===== config.mk =====
export PLATFORM = sky130hd
export DESIGN_NAME = mem_refill_responder_flat
export DESIGN_NICKNAME = d
export VERILOG_FILES = /design/src/rtl/mem_refill_if.sv /design/src/rtl/mem_refill_responder.sv /design/src/flat_wrapper.sv
export SDC_FILE = /design/constraint.sdc
export NUM_CORES = 1
export LEC_CHECK = 0
export BUFFER_PORTS_ARGS = -buffer_cell sky130_fd_sc_hd__clkbuf_2
export CAP_MARGIN = 20
export CELL_PAD_IN_SITES_DETAIL_PLACEMENT = 1
export CELL_PAD_IN_SITES_GLOBAL_PLACEMENT = 1
export CORE_ASPECT_RATIO = 1.4
export CORE_MARGIN = 2
export CORE_UTILIZATION = 46
export DETAILED_ROUTE_END_ITERATION = 10
export GPL_ROUTABILITY_DRIVEN = 0
export GPL_TIMING_DRIVEN = 0
export PLACE_DENSITY_LB_ADDON = 0.1
export SKIP_CTS_REPAIR_TIMING = 1
export SLEW_MARGIN = 10
export SYNTH_ARGS = -nofsm -noshare
export SYNTH_HDL_FRONTEND = slang
export SYNTH_SLANG_ARGS = --single-unit

===== constraint.sdc =====
create_clock -name clk -period 7.5 [get_ports clk]
set_input_delay 0.75 -clock clk [delete_from_list [all_inputs] [get_ports clk]]
set_output_delay 0.75 -clock clk [all_outputs]
set_load 0.01 [all_outputs]

===== src/rtl/mem_refill_if.sv =====
// Refill read channel between a cache and its memory-side responder.
// Ports: rreq/raddr travel cache -> memory; rdata/rvalid/rlast carry the burst
// back, busy/drop_err report responder status. master = cache, slave = memory.
interface mem_refill_if #(
  parameter int ADDR_W = 13,
  parameter int DATA_W = 32
);
  logic              rreq;
  logic [ADDR_W-1:0] raddr;
  logic [DATA_W-1:0] rdata;
  logic              rvalid;
  logic              rlast;
  logic              busy;
  logic              drop_err;

  modport master (
    output rreq, raddr,
    input  rdata, rvalid, rlast, busy, drop_err
  );

  modport slave (
    input  rreq, raddr,
    output rdata, rvalid, rlast, busy, drop_err
  );
endinterface


===== src/rtl/mem_refill_responder.sv =====
// Memory-side refill responder: returns an aligned line as BURST_LEN words of an address-derived pattern.
// Latency: first beat exactly LATENCY cycles after rreq is sampled in IDLE; then one beat per cycle.
// Backpressure: none; requests seen while busy are dropped and latch the sticky drop_err flag.
// Ports: clk, reset (sync, active-low), bus (mem_refill_if.slave: rreq/raddr in;
// rdata/rvalid/rlast/busy/drop_err out).
module mem_refill_responder #(
  parameter int LATENCY   = 8,
  parameter int BURST_LEN = 4,
  parameter int ADDR_W    = 13,
  parameter int DATA_W    = 32
) (
  input  logic         clk,
  input  logic         reset,
  mem_refill_if.slave  bus
);

  localparam logic [1:0] IDLE  = 2'd0;
  localparam logic [1:0] WAIT  = 2'd1;
  localparam logic [1:0] BURST = 2'd2;

  // Clears the byte offset within a line (line = BURST_LEN 32-bit words).
  localparam logic [ADDR_W-1:0] LINE_MASK = ~(ADDR_W'(BURST_LEN * 4 - 1));
  // The accepting edge already accounts for one cycle of latency.
  localparam logic [7:0]        LAT_INIT  = 8'(LATENCY - 1);
  localparam logic [4:0]        LAST_BEAT = 5'(BURST_LEN - 1);

  logic [1:0]        state;
  logic [7:0]        lat_cnt;
  logic [4:0]        beat;
  logic [ADDR_W-1:0] base;
  logic [DATA_W-1:0] rdata_q;
  logic              rvalid_q;
  logic              rlast_q;
  logic              drop_q;

  // B(A) = A[7:0] + A[ADDR_W-1:8], modulo 256.
  function automatic logic [7:0] pat_byte(input logic [ADDR_W-1:0] a);
    logic [ADDR_W-1:0] hi;
    hi = a >> 8;
    return a[7:0] + hi[7:0];
  endfunction

  // Word idx of the line at b; b is line-aligned so b+4*idx+3 never wraps.
  function automatic logic [DATA_W-1:0] line_word(input logic [ADDR_W-1:0] b,
                                                  input logic [4:0]        idx);
    logic [ADDR_W-1:0] w;
    w = b + ADDR_W'({idx, 2'b00});
    return {pat_byte(w + ADDR_W'(3)), pat_byte(w + ADDR_W'(2)),
            pat_byte(w + ADDR_W'(1)), pat_byte(w)};
  endfunction

  always_ff @(posedge clk) begin
    if (!reset) begin
      state    <= IDLE;
      lat_cnt  <= 8'd0;
      beat     <= 5'd0;
      base     <= '0;
      rdata_q  <= '0;
      rvalid_q <= 1'b0;
      rlast_q  <= 1'b0;
      drop_q   <= 1'b0;
    end else begin
      // Any request outside IDLE (including the last-beat cycle) is lost.
      if (bus.rreq && state != IDLE) drop_q <= 1'b1;

      case (state)
        IDLE: begin
          if (bus.rreq) begin
            base <= bus.raddr & LINE_MASK;
            beat <= 5'd0;
            if (LATENCY == 1) begin
              // Zero wait: first beat is registered on the accepting edge.
              state    <= BURST;
              rvalid_q <= 1'b1;
              rlast_q  <= (LAST_BEAT == 5'd0);
              rdata_q  <= line_word(bus.raddr & LINE_MASK, 5'd0);
            end else begin
              state   <= WAIT;
              lat_cnt <= LAT_INIT;
            end
          end
        end
        WAIT: begin
          if (lat_cnt == 8'd1) begin
            state    <= BURST;
            rvalid_q <= 1'b1;
            rlast_q  <= (LAST_BEAT == 5'd0);
            rdata_q  <= line_word(base, 5'd0);
          end else begin
            lat_cnt <= lat_cnt - 8'd1;
          end
        end
        BURST: begin
          if (beat == LAST_BEAT) begin
            state    <= IDLE;
            beat     <= 5'd0;
            rvalid_q <= 1'b0;
            rlast_q  <= 1'b0;
            rdata_q  <= '0;
          end else begin
            beat    <= beat + 5'd1;
            rdata_q <= line_word(base, beat + 5'd1);
            rlast_q <= ((beat + 5'd1) == LAST_BEAT);
          end
        end
        default: state <= IDLE;
      endcase
    end
  end

  assign bus.rdata    = rdata_q;
  assign bus.rvalid   = rvalid_q;
  assign bus.rlast    = rlast_q;
  assign bus.busy     = (state != IDLE);
  assign bus.drop_err = drop_q;

endmodule

===== src/flat_wrapper.sv =====
// flat-port wrapper written by rule: the top's interface ports become plain ports
module mem_refill_responder_flat 
#(
  parameter int LATENCY   = 8,
  parameter int BURST_LEN = 4,
  parameter int ADDR_W    = 13,
  parameter int DATA_W    = 32
)
  (clk, reset, bus_rreq, bus_raddr, bus_rdata, bus_rvalid, bus_rlast, bus_busy, bus_drop_err);
  mem_refill_if #(.ADDR_W(ADDR_W), .DATA_W(DATA_W)) bus_i ();
  input  logic clk;
  input  logic reset;
  input wire logic [$bits(bus_i.rreq)-1:0] bus_rreq;
  input wire logic [$bits(bus_i.raddr)-1:0] bus_raddr;
  output wire logic [$bits(bus_i.rdata)-1:0] bus_rdata;
  output wire logic [$bits(bus_i.rvalid)-1:0] bus_rvalid;
  output wire logic [$bits(bus_i.rlast)-1:0] bus_rlast;
  output wire logic [$bits(bus_i.busy)-1:0] bus_busy;
  output wire logic [$bits(bus_i.drop_err)-1:0] bus_drop_err;
  assign bus_i.rreq = bus_rreq;
  assign bus_i.raddr = bus_raddr;
  assign bus_rdata = bus_i.rdata;
  assign bus_rvalid = bus_i.rvalid;
  assign bus_rlast = bus_i.rlast;
  assign bus_busy = bus_i.busy;
  assign bus_drop_err = bus_i.drop_err;
  mem_refill_responder #(.LATENCY(LATENCY), .BURST_LEN(BURST_LEN), .ADDR_W(ADDR_W), .DATA_W(DATA_W)) u_core (.clk(clk), .reset(reset), .bus(bus_i));
endmodule

==> results_dict.tcl, run 1 <==
set metrics [dict create \
    yosysSeqAreaShare 0.309 \
    cts_buffers 9 \
    drtIter0Drc 155 \
    die_height_um 110 \
    fin_nets 551 \
    r2r-start "u_core.beat[0]" \
    die-area_um2 8780 \
    yosys.area.top_type "dfxtp_1" \
    dr.pass1.iters 4 \
    period_minus_slack_ns 4.39 \
    whs_path_depth 2 \
    grt_max_degree 11 \
    clock_path_buffers 2 \
    gr-total-overflow 0 \
    ctsHtreeMaxLevel 3 \
    syn_area_um2 3700 \
    pin_count 52 \
    skew_ns 0.0137 \
    cp_data_required_time_ns 7.73 \
    clock_sinks 57 \
    synth-seq-cells 57 \
    synth_cell_types 66 \
    whs_endpoint "u_core.bus.rdata[6]" \
    coreArea_um2 7800 \
    synth_top_area_share 0.309 \
    rows 38 \
    critPathKind "reg -> reg" \
    p_per_area_nw_per_um2 296 \
    post-route-period-util 0.586 \
    drive_gt1_frac 0.178 \
    clk_latency_ns 0.37 \
    reg2reg_depth 15 \
    clk_pin_slew_worst_paths_ns 0.07 \
    drv_slew 0 \
    grt_usage 0.299 \
    rsz0062_at_grt "no" \
    r2r_slack_ns 3.11 \
    diodes 0 \
    design_area_um2 4290 \
    worst_slew_pin_slew_ns 0.713 \
    syn_area_per_cell_um2 8.16 \
    grt_pass1_wl_mm 19.5 \
    synth_cells 453 \
    tns_ns 0 \
    die_w_um 79.8 \
    critPathCaptureType "register" \
    grt_pass1_vias 3778 \
    detail-route-antenna-nets 0 \
    dr_total_vias 3578 \
    synth_nets 493 \
    cp_max_fo 6 \
    p_leak_nw 1.78 \
    start_kind "register" \
    synth-warning-count 0 \
    drt-total-wl_mm 12.4 \
    async_flop_share 0 \
    worstPathArrival_ns 4.63 \
    outcome "finished clean" \
    viasPerCell 5.81 \
    hold_viol_final 0 \
    rr_endpoint "u_core.bus.rdata[23]" \
    port_buffers 47 \
    start_util 0.474 \
    dpl.hpwl_mm 9.41 \
    grt.met3_usage 0.0554 \
    min_path_type "reg -> reg" \
    root_buffer "clkbuf_8" \
    maxCapViolCount 0 \
    synth_edf_count 0 \
    min_from "u_core.bus.rdata[6]" \
    finalSetupViolCount 0 \
    max_freq_mhz 228 \
    wl_per_cell_um 20.1 \
    ys.flop_type "dfxtp_1" \
    antenna_found_initial 0 \
    max_slew_margin 0.525 \
    placed_area_um2 4060 \
    holdWs_ns 0.454 \
    area_growth_pct 15.9 \
    synthTopCellsByArea "dfxtp_1 (31%), ha_1 (7.4%), xnor2_1 (6.4%), a21oi_1 (5.3%), xor2_1 (5.0%)" \
    busiest_layer "met2" \
    irDropWorstVdd_uv 175 \
    grt_use_met1 0.317 \
    cts_tree "built" \
    drc 0 \
    crit_start "u_core.beat[0]" \
    use_met2 0.556 \
]
-- power by group --
group	total [mW]	internal [mW]	switching, mW
sequential	0.415	0.367	0.0481
combinational	0.512	0.192	0.320
clock	0.343	0.206	0.137
-- how the worst max path moves through the flow --
stage | cells after the start | slack, ns | end
final | 15 | 3.11 | u_core.bus.rdata[23]
after detailed placement | 15 | 3.22 | u_core.bus.rdata[23]
after global routing | 15 | 2.90 | u_core.bus.rdata[23]
after global placement | 15 | 3.33 | u_core.bus.rdata[23]
after floorplan | 15 | 3.99 | u_core.bus.rdata[31]
after CTS | 15 | 3.15 | u_core.bus.rdata[23]
-- kinds of logic after synthesis --
| logic type | count (synthesis) | share of synthesized area |
|---|---|---|
| AND/OR/NAND/NOR | 143 | 0.184 |
| AO/OA/AOI/OAI | 130 | 0.234 |
| flip-flops | 57 | 0.309 |
| XOR/XNOR | 50 | 0.122 |
| buffers and inverters | 46 | 0.0568 |
| adder cells (fa/ha/maj) | 24 | 0.0852 |
| multiplexers | 3 | 0.00846 |
-- routing by layer --
metal	vias to the layer above	routed length, µm
met2	80	6690
met4	0	452
met5	-	0
li1	1722	-
met1	1747	4800
met3	29	414
-- Yosys cell counts, types with 5 or more instances --
| cell type | number |
|---|---|
| a21o_1 | 5 |
| a21oi_1 | 39 |
| a221oi_1 | 6 |
| a31oi_1 | 9 |
| buf_2 | 6 |
| clkbuf_1 | 16 |
| dfxtp_1 | 57 |
| ha_1 | 22 |
| inv_1 | 15 |
| nand2_1 | 46 |
| nand3_1 | 9 |
| nor2_1 | 46 |
| nor3_1 | 16 |
| o21ai_0 | 24 |
| o21ai_1 | 6 |
| o221ai_1 | 8 |
| xnor2_1 | 27 |
| xor2_1 | 21 |
-- flip-flops by register name, indices dropped and copies added (netlist names) --
signal,count
u_core.lat_cnt,8
u_core.bus.rlast,1
u_core.bus.rvalid,1
u_core.state,2
u_core.bus.drop_err,1
u_core.beat,5
u_core.bus.rdata,30
u_core.base,9
-- layout make-up --
class	instances	area, µm²
flip-flops and latches	57	1140
fillers	976	3510
plain buffers	29	146
multi-input cells	350	2350
repair buffers	47	235
clock inverters	4	73.8
inverters	17	63.8
well taps	100	125
clock buffers	12	155
-- critical path, cell delays in order (launching register included) --
cell and delay, ns:
dfxtp_1 0.40, ha_1 0.29, xor2_1 0.28, ha_1 0.29
fa_1 0.30, a21oi_1 0.15, nor2b_1 0.37, nand2_1 0.12
xnor2_1 0.21, fa_1 0.52, a21o_1 0.19, a21oi_1 0.26
or2_1 0.19, xnor2_1 0.08, a221oi_1 0.52, nor2_1 0.10
-- placed cells by master (no fill, tap or decap), types with 4 or more instances in the layout --
cell type   n
a211oi_1    4
o21ai_1     6
nand3_1     9
clkbuf_8   11
xor2_1     21
nor3_1     16
ha_1       22
a21o_1      5
nand2b_1    4
clkbuf_2   47
xnor2_1    27
buf_2       6
inv_1      15
buf_4       4
nand2_1    46
dfxtp_1    57
clkbuf_1   17
a221oi_1    6
a21oi_1    39
o221ai_1    8
nor2_1     46
o21ai_0    24
a31oi_1     9
-- per-stage QoR --
| stage | utilization | power [mW] | worst slack, ns | instances |
|---|---|---|---|---|
| 6_report | 0.550 | 1.27 | 3.11 | 616 |
| 5_1_grt | 0.550 | 1.34 | 2.90 | 616 |
| 4_1_cts | 0.550 | 1.27 | 3.15 | 616 |
| 3_5_place_dp | 0.521 | 0.927 | 3.22 | 600 |
| 3_3_place_gp | 0.521 | 0.904 | 3.33 | 600 |
| 2_1_floorplan | - | 0.757 | 3.99 | 453 |
No activity file was read; power rests on OpenSTA's default activity.
==> run 2, diff against run 1 <==
--- a/config.mk
+++ b/config.mk
@@ -11,7 +11,7 @@
 export CELL_PAD_IN_SITES_GLOBAL_PLACEMENT = 1
 export CORE_ASPECT_RATIO = 1.4
 export CORE_MARGIN = 2
-export CORE_UTILIZATION = 46
+export CORE_UTILIZATION = 43
 export DETAILED_ROUTE_END_ITERATION = 10
 export GPL_ROUTABILITY_DRIVEN = 0
 export GPL_TIMING_DRIVEN = 0
==> constraint.sdc (replaced) <==
create_clock -name clk -period 4.6 [get_ports clk]
set_input_delay 0.46 -clock clk [delete_from_list [all_inputs] [get_ports clk]]
set_output_delay 0.46 -clock clk [all_outputs]
set_load 0.01 [all_outputs]
==> results_dict.tcl, run 2 (synthesis results as in run 1) <==
set metrics [dict create \
    outcome "finished clean" \
    detail-route-antenna-nets 0 \
    viasPerCell 5.75 \
    die_height_um 114 \
    dp.cells 605 \
    skew_ns 0.00485 \
    hold_viol_final 0 \
    pin_count 52 \
    drtIter0Drc 168 \
    max_freq_mhz 237 \
    dr.pass1.iters 4 \
    drc 0 \
    final_common_cell "dfxtp_1" \
    drt-total-wl_mm 12.4 \
    drv_slew 0 \
    holdWs_ns 0.345 \
    post-route-period-util 0.916 \
    period_minus_slack_ns 4.21 \
    grt_usage 0.284 \
    clock_sinks 57 \
    clock_power_share 0.326 \
    reg2reg_depth 15 \
    largest_reg_flops 30 \
    slowest_stage "fa_1" \
    gr-total-overflow 0 \
    critPathMostFrequentCell "xnor2_1" \
    multi_input_area_um2 2360 \
    rsz0062_at_grt "no" \
    dr_total_vias 3563 \
    die_w_um 82.4 \
    min_path_type "in -> reg" \
    placed_area_um2 4070 \
    tns_ns 0 \
    grt_pass1_wl_mm 19.6 \
    maxCapViolCount 0 \
    antenna_found_initial 0 \
    critPathCaptureType "register" \
    grt_pass1_vias 3706 \
    drive_gt1_frac 0.183 \
    dpl.hpwl_mm 9.36 \
    port_buffers 47 \
    combPwrFrac 0.372 \
    cp_cell_sequence "ha_1 -> nand3_1 -> xnor2_1 -> ha_1 -> a21oi_1 -> nor2b_2 -> nand2_1 -> xnor2_1 -> fa_1 -> a21o_1 -> a21oi_1 -> or2_1 -> xnor2_1 -> a221oi_2 -> nor2_1" \
    fin_nets 551 \
    p_leak_nw 1.83 \
    cts_buffers 9 \
    switching_power_uw 839 \
    clock_path_buffers 2 \
    max_slew_margin 0.567 \
    worst_slew_pin_slew_ns 0.649 \
    start_util 0.437 \
    swShare 0.375 \
    area_growth_pct 18.7 \
    clk_pin_slew_worst_paths_ns 0.05 \
    diodes 0 \
    clk_latency_ns 0.34 \
    setup_slack_ns 0.388 \
    grt_max_degree 11 \
    ctsHtreeMaxLevel 3 \
    final_cell_mix "dfxtp_1 (57), clkbuf_2 (47), nand2_1 (46), nor2_1 (46), a21oi_1 (39)" \
    worstPathArrival_ns 4.42 \
    finalSetupViolCount 0 \
    critPathKind "reg -> reg" \
    coreArea_um2 8460 \
    max_stage_delay_ns 0.55 \
    irDropWorstVdd_uv 276 \
    p_per_area_nw_per_um2 509 \
    seq_power_share 0.302 \
    power.internal_mw 1.40 \
    cts_tree "built" \
    root_buffer "clkbuf_16" \
    pre_cts_slack_ns 0.238 \
    cp_data_required_time_ns 4.81 \
    cp_max_fo 6 \
    whs_path_depth 3 \
    die-area_um2 9370 \
    wl_per_cell_um 20.0 \
    stdcell_count 620 \
    design_area_um2 4390 \
    num-fill-cells 1050 \
    register_area_um2 1140 \
    rows 40 \
    start_kind "register" \
]
## run 2: critical path: cells and delay by family, from the launching register on
family | cells | cell delay [ns]
adders and majority gates | 3 | 1.27
AOI/OAI and AO/OA | 4 | 1.07
and+or+nand+nor | 5 | 0.85
xor gates and xnor gates | 3 | 0.49
DFF | 1 | 0.40
## run 2: worst paths after layout
check,slack [ns],from,end
hold / removal,0.35,bus_raddr[12],u_core.base[12]
setup / recovery,0.39,u_core.beat[0],u_core.bus.rdata[23]
setup reg to reg,0.39,u_core.beat[0],u_core.bus.rdata[23]
hold reg to reg,0.46,u_core.bus.rdata[6],u_core.bus.rdata[6]
## run 2: metrics by stage
| stage | utilization | power [mW] |
|---|---|---|
| after floorplan | - | 1.23 |
| after global placement | 0.481 | 1.48 |
| after detailed placement | 0.481 | 1.51 |
| after CTS | 0.518 | 2.25 |
| after global routing | 0.519 | 2.37 |
| final | 0.519 | 2.24 |
## run 2: power by group through the flow
stage / Clock, mW / Sequential, mW / Combinational (mW)
after detailed placement: 0 / 0.685 / 0.822
after global placement: 0 / 0.681 / 0.798
final: 0.729 / 0.676 / 0.833
after CTS: 0.737 / 0.676 / 0.833
after floorplan: 0 / 0.701 / 0.534
after global routing: 0.761 / 0.692 / 0.918
## run 2: per-layer routing
metal  global-route usage  wire length [µm]  vias to the layer above
met5                    0                 0                        -
met4                0.169               647                        0
met3               0.0530               420                       40
met2                0.479              6410                       78
met1                0.326              4940                     1722
li1                     -                 -                     1723
## run 2: layout make-up
type                            instances  share of cell area
Clock inverter                          5              0.0179
Multi-Input combinational cell        350               0.536
Clock buffer                           10              0.0544
Tap cell                              105              0.0299
Inverter                               17              0.0145
Buffer                                 29              0.0333
Sequential cell                        57               0.260
Timing Repair Buffer                   47              0.0536
